### config.mk
export PLATFORM = sky130hd
export DESIGN_NAME = sar_adc_sampler
export DESIGN_NICKNAME = d
export VERILOG_FILES = /design/src/rtl/sar_adc_sampler.sv
export SDC_FILE = /design/constraint.sdc
export NUM_CORES = 1
export LEC_CHECK = 0
export ABC_AREA = 1
export ABC_CLOCK_PERIOD_IN_PS = 3100
export BUFFER_PORTS_ARGS = -buffer_cell sky130_fd_sc_hd__buf_2
export CORE_ASPECT_RATIO = 1.1
export CORE_UTILIZATION = 53
export CTS_BUF_LIST = sky130_fd_sc_hd__clkbuf_8
export DETAILED_ROUTE_END_ITERATION = 10
export GPL_ROUTABILITY_DRIVEN = 0
export GPL_TIMING_DRIVEN = 0
export PLACE_DENSITY_LB_ADDON = 0.08
export SETUP_SLACK_MARGIN = 0.1
export SLEW_MARGIN = 20
export SYNTH_ARGS = -nofsm -noshare
export SYNTH_HDL_FRONTEND = slang
export SYNTH_SLANG_ARGS = --single-unit
### constraint.sdc
create_clock -name clk -period 3.1 [get_ports clk]
set_input_delay 0.62 -clock clk [delete_from_list [all_inputs] [get_ports clk]]
set_output_delay 0.62 -clock clk [all_outputs]
set_load 0.01 [all_outputs]
### src/rtl/sar_adc_sampler.sv
// Periodic sampling controller for the SAR ADC engine.
// Issues start pulses at a programmable interval and collects eoc/den/Dout results.
// Averages each group of 2^AVG_LOG2 results into one sample behind a valid/ready handshake.
// Sticky flags report timed-out conversions and missed ticks or dropped samples.
module sar_adc_sampler #(
  parameter int ADC_WIDTH    = 8,
  parameter int AVG_LOG2     = 2,
  parameter int PERIOD_WIDTH = 16,
  parameter int TIMEOUT      = 32
) (
  input  logic                    clk,
  input  logic                    rst,
  input  logic                    en,
  input  logic [PERIOD_WIDTH-1:0] period,
  output logic                    start,
  input  logic                    eoc,
  input  logic                    den,
  input  logic [ADC_WIDTH-1:0]    adc_dout,
  output logic                    sample_valid,
  output logic [ADC_WIDTH-1:0]    sample_data,
  input  logic                    sample_ready,
  input  logic                    err_clr,
  output logic                    timeout_err,
  output logic                    overrun_err
);

  localparam int ACC_W = ADC_WIDTH + AVG_LOG2;
  // A zero-width count is illegal, so pass-through mode keeps one bit that never matters.
  localparam int CNT_W = (AVG_LOG2 > 0) ? AVG_LOG2 : 1;
  localparam int TMR_W = $clog2(TIMEOUT + 1);
  localparam logic [CNT_W-1:0] LAST_CNT = CNT_W'((1 << AVG_LOG2) - 1);

  typedef enum logic [1:0] {IDLE, START, WAIT, DONE} state_t;

  state_t                  state;
  logic [PERIOD_WIDTH-1:0] tick_cnt;
  logic [PERIOD_WIDTH-1:0] period_m1;
  logic [TMR_W-1:0]        timer;
  logic [ACC_W-1:0]        acc;
  logic [CNT_W-1:0]        cnt;

  logic             tick;
  logic             conv_ok;
  logic             timeout_ev;
  logic             missed_ev;
  logic             can_load;
  logic             drop_ev;
  logic [ACC_W-1:0] acc_sum;
  logic [ADC_WIDTH-1:0] avg_value;

  // A period of 0 behaves like 1: a tick in every enabled cycle.
  assign period_m1  = (period == '0) ? '0 : period - PERIOD_WIDTH'(1);
  assign tick       = en && (tick_cnt == '0);

  assign conv_ok    = (state == WAIT) && eoc && den;
  // eoc without den counts as a failed conversion, same as running out of time.
  assign timeout_ev = (state == WAIT) && !conv_ok && (eoc || (timer == TMR_W'(TIMEOUT - 1)));
  assign missed_ev  = tick && (state != IDLE);
  assign can_load   = !sample_valid || sample_ready;
  assign drop_ev    = (state == DONE) && !can_load;
  assign acc_sum    = acc + ACC_W'(adc_dout);
  assign avg_value  = ADC_WIDTH'(acc >> AVG_LOG2);

  // Tick counter: free-runs 0..period-1 while enabled, parked at 0 otherwise.
  always_ff @(posedge clk or posedge rst) begin
    // NOTE: registers use non-blocking assignments so every flop samples pre-edge values.
    if (rst) begin
      tick_cnt <= '0;
    end else if (!en || (tick_cnt >= period_m1)) begin
      tick_cnt <= '0;
    end else begin
      tick_cnt <= tick_cnt + PERIOD_WIDTH'(1);
    end
  end

  // Conversion FSM with registered start pulse, accumulator and output sample.
  always_ff @(posedge clk or posedge rst) begin
    if (rst) begin
      state        <= IDLE;
      start        <= 1'b0;
      timer        <= '0;
      acc          <= '0;
      cnt          <= '0;
      sample_valid <= 1'b0;
      sample_data  <= '0;
    end else begin
      // NOTE: defaults first, case arms override; the last assignment in the block wins.
      start <= 1'b0;
      if (sample_ready) sample_valid <= 1'b0;

      unique case (state)
        IDLE: begin
          // A disabled sampler drops any partial average once it is back at rest.
          if (!en) begin
            acc <= '0;
            cnt <= '0;
          end
          if (tick) begin
            state <= START;
            start <= 1'b1;
          end
        end
        START: begin
          timer <= '0;
          state <= WAIT;
        end
        WAIT: begin
          timer <= timer + TMR_W'(1);
          if (conv_ok) begin
            acc   <= acc_sum;
            cnt   <= cnt + CNT_W'(1);
            state <= (cnt == LAST_CNT) ? DONE : IDLE;
          end else if (timeout_ev) begin
            acc   <= '0;
            cnt   <= '0;
            state <= IDLE;
          end
        end
        DONE: begin
          // A still-pending sample is kept; the new average is dropped as an overrun.
          if (can_load) begin
            sample_data  <= avg_value;
            sample_valid <= 1'b1;
          end
          acc   <= '0;
          cnt   <= '0;
          state <= IDLE;
        end
      endcase
    end
  end

  // Sticky error flags; a new event in the same cycle beats err_clr.
  always_ff @(posedge clk or posedge rst) begin
    if (rst) begin
      timeout_err <= 1'b0;
      overrun_err <= 1'b0;
    end else begin
      if (timeout_ev)   timeout_err <= 1'b1;
      else if (err_clr) timeout_err <= 1'b0;

      if (missed_ev || drop_ev) overrun_err <= 1'b1;
      else if (err_clr)         overrun_err <= 1'b0;
    end
  end

endmodule
==> impl_metrics.tcl <==
set metrics [dict create \
    crit_start "period[0]" \
    drt-total-wl_mm 6.94 \
    synth_area_sq_um 3480 \
    hold_slack_ps 280 \
    fp.dieArea_sq_um 6890 \
    diodes 0 \
    status "complete, no violations" \
    maxCapViolCount 0 \
    critical_path.max_fanout 10 \
    leakagePower_nw 2.08 \
    crit_required_ps 3290 \
    drtIter0Drc 99 \
    multi_input_area_sq_um 2060 \
    ys_warn_count 0 \
    drc_errors 0 \
    setup_viol 0 \
    clk_latency_ps 300 \
    post-cts-setup-buffers 0 \
    clk_pin_slew_ps 90 \
    cts_max_level 2 \
    cts-resized-gates 0 \
    ys_types 36 \
    via_per_inst 5.06 \
    setup.worst_path.class "in -> reg" \
    finalWorstSetupSlack_ps 394 \
    cts_tree "done" \
    avgSynthCellArea_sq_um 7.45 \
    rsz0062_at_grt "no" \
    fin_setup_tns_ps 0 \
    min_period_over_period 0.873 \
    tightest_slew_ps 349 \
    cts_root_buf "clkbuf_8" \
    pre_cts_ws_ps 73.6 \
    routedWlPerCell_um 11.6 \
    final_util 0.628 \
    regToRegSetupSlack_ps 1220 \
    ant_nets 0 \
    port_buffers 42 \
    grt_usage 0.219 \
    worstPathArrival_ps 2900 \
    powerDensity_nw_per_um2 489 \
    cts_sinks 48 \
    crit_end "tick_cnt[11]" \
    ctsHoldBuffers 0 \
    synth_area_leaders "dfrtp_1 (35%), nand2_1 (14%), ha_1 (12%)" \
    worst_setup_path_start_kind "primary input" \
    layout-drive-gt1-share 0.143 \
    cp-end-kind "register" \
    fin_cells 598 \
    max-vdd-ir-drop_uv 423 \
    ys_seq_area_frac 0.345 \
    yosys.area.top_type_share 0.345 \
    num-nets-final 582 \
    reg2reg_from "tick_cnt[7]" \
    syn_to_final_growth_pct 13.1 \
    cts_buffers 5 \
    rows 30 \
    synth_common_cells "nand2_1 (126), nor2_1 (62), inv_1 (52)" \
    synthCells 467 \
    clock_path_buffers 2 \
    relSlewSlack 0.765 \
    die_w_um 79.2 \
    hold_class "in -> async" \
    initial_core_util 0.555 \
    seq_area_sq_um 1200 \
    fillCellCount 602 \
    hold_viol 0 \
    timing.rr.end "tick_cnt[11]" \
    synth_edf_count 0 \
    grt_pass1_vias 2770 \
    dp_hpwl_mm 5.67 \
    core_region_area_sq_um 6270 \
    r2r_cells 8 \
    ys_ff_latch 48 \
    grt_start_max_net_pins 35 \
    fmax_ghz 0.370 \
    grt_pass1_wl_mm 11.9 \
    ios 43 \
    num_vias 3026 \
    grt_overflow 0 \
    dr.pass1.iters 4 \
    dpl.cell_count 590 \
    syn_nets 532 \
    synth_top_area_cell "dfrtp_1" \
    synth_most_common_cell "nand2_1" \
    die_h_um 87.0 \
    synth_flop_cell "dfrtp_1" \
    antenna_found_initial 0 \
    ys_async_sr_fraction 1.00 \
    min_period_ps 2710 \
    slew_viol_final 0 \
    fin_worst_skew_ps 6.80 \
]
## layout make-up
cell class                      count  area share
Buffer                              2     0.00318
Clock buffer                        7      0.0245
Clock inverter                      1     0.00763
Inverter                           53      0.0512
Multi-Input combinational cell    364       0.524
Sequential cell                    48       0.305
Tap cell                           80      0.0254
Timing Repair Buffer               43      0.0585
## through the flow
stage	area [sq um]	total power, mW
6_report	3930	1.92
3_3_place_gp	3790	1.43
2_1_floorplan	3480	1.26
5_1_grt	3930	2.08
4_1_cts	3930	1.94
3_5_place_dp	3810	1.45
## worst min-delay path by stage
stage	from	end	slack (ps)	cells past startpoint
final	rst	timer[3]	280	2
after global routing	rst	state[1]	300	2
after CTS	rst	timer[3]	280	2
after detailed placement	sample_data[1]	sample_data[1]	470	2
after global placement	sample_data[0]	sample_data[0]	460	2
after floorplan	cnt[0]	cnt[0]	450	1
## placed cells by master (no fill, tap or decap), types with 4 or more instances in the layout
cell type / count
a21oi_1: 14
buf_2: 43
clkbuf_8: 7
dfrtp_1: 48
ha_1: 33
inv_1: 51
mux2_2: 5
nand2_1: 126
nand3_1: 40
nand4_1: 5
nor2_1: 62
nor3_1: 12
o21ai_0: 6
o21ai_1: 5
o22ai_1: 4
xnor2_1: 11
xor2_1: 14
## critical path, cell delays in order
cell	delay [ps]
buf_2	100
inv_1	130
ha_1	230
nand2_1	110
nor2_1	240
nand2_1	90
nand2_1	70
nand3_1	100
ha_1	300
nand2_1	60
nor3_1	290
nand2_1	110
nand4_2	180
buf_4	210
nor2_1	60
## power breakdown
part | switching [mW] | total, mW | internal, mW
logic | 0.419 | 0.664 | 0.245
clock network | 0.205 | 0.489 | 0.285
registers | 0.0582 | 0.769 | 0.711
## cells by family (layout without fill, tap and decap cells)
family          count (synthesis)  count (layout)  share of synthesized area
compound gates                 35              35                     0.0565
xor+xnor                       25              25                     0.0630
fa+ha+maj                      34              34                      0.125
buf+inv                        55             106                     0.0615
flops                          48              48                      0.345
mux                             5               5                     0.0162
simple gates                  265             265                      0.333
## flip-flops by register name, summed over array words and instances, names as in the netlist
| register | count |
|---|---|
| tick_cnt | 16 |
| overrun_err | 1 |
| sample_valid | 1 |
| timeout_err | 1 |
| state | 2 |
| timer | 6 |
| cnt | 2 |
| start | 1 |
| acc | 10 |
| sample_data | 8 |
## metal layers
metal / part of all wire / routed length (um) / global-route usage / vias to the layer above
met5: 0 / 0 / 0 / -
met4: 0.0085 / 59 / 0.0496 / 0
met3: 0.024 / 165 / 0.0377 / 5
met2: 0.46 / 3200 / 0.370 / 33
met1: 0.51 / 3520 / 0.293 / 1379
li1: - / - / - / 1609
Power figures use the tool's default switching activity.
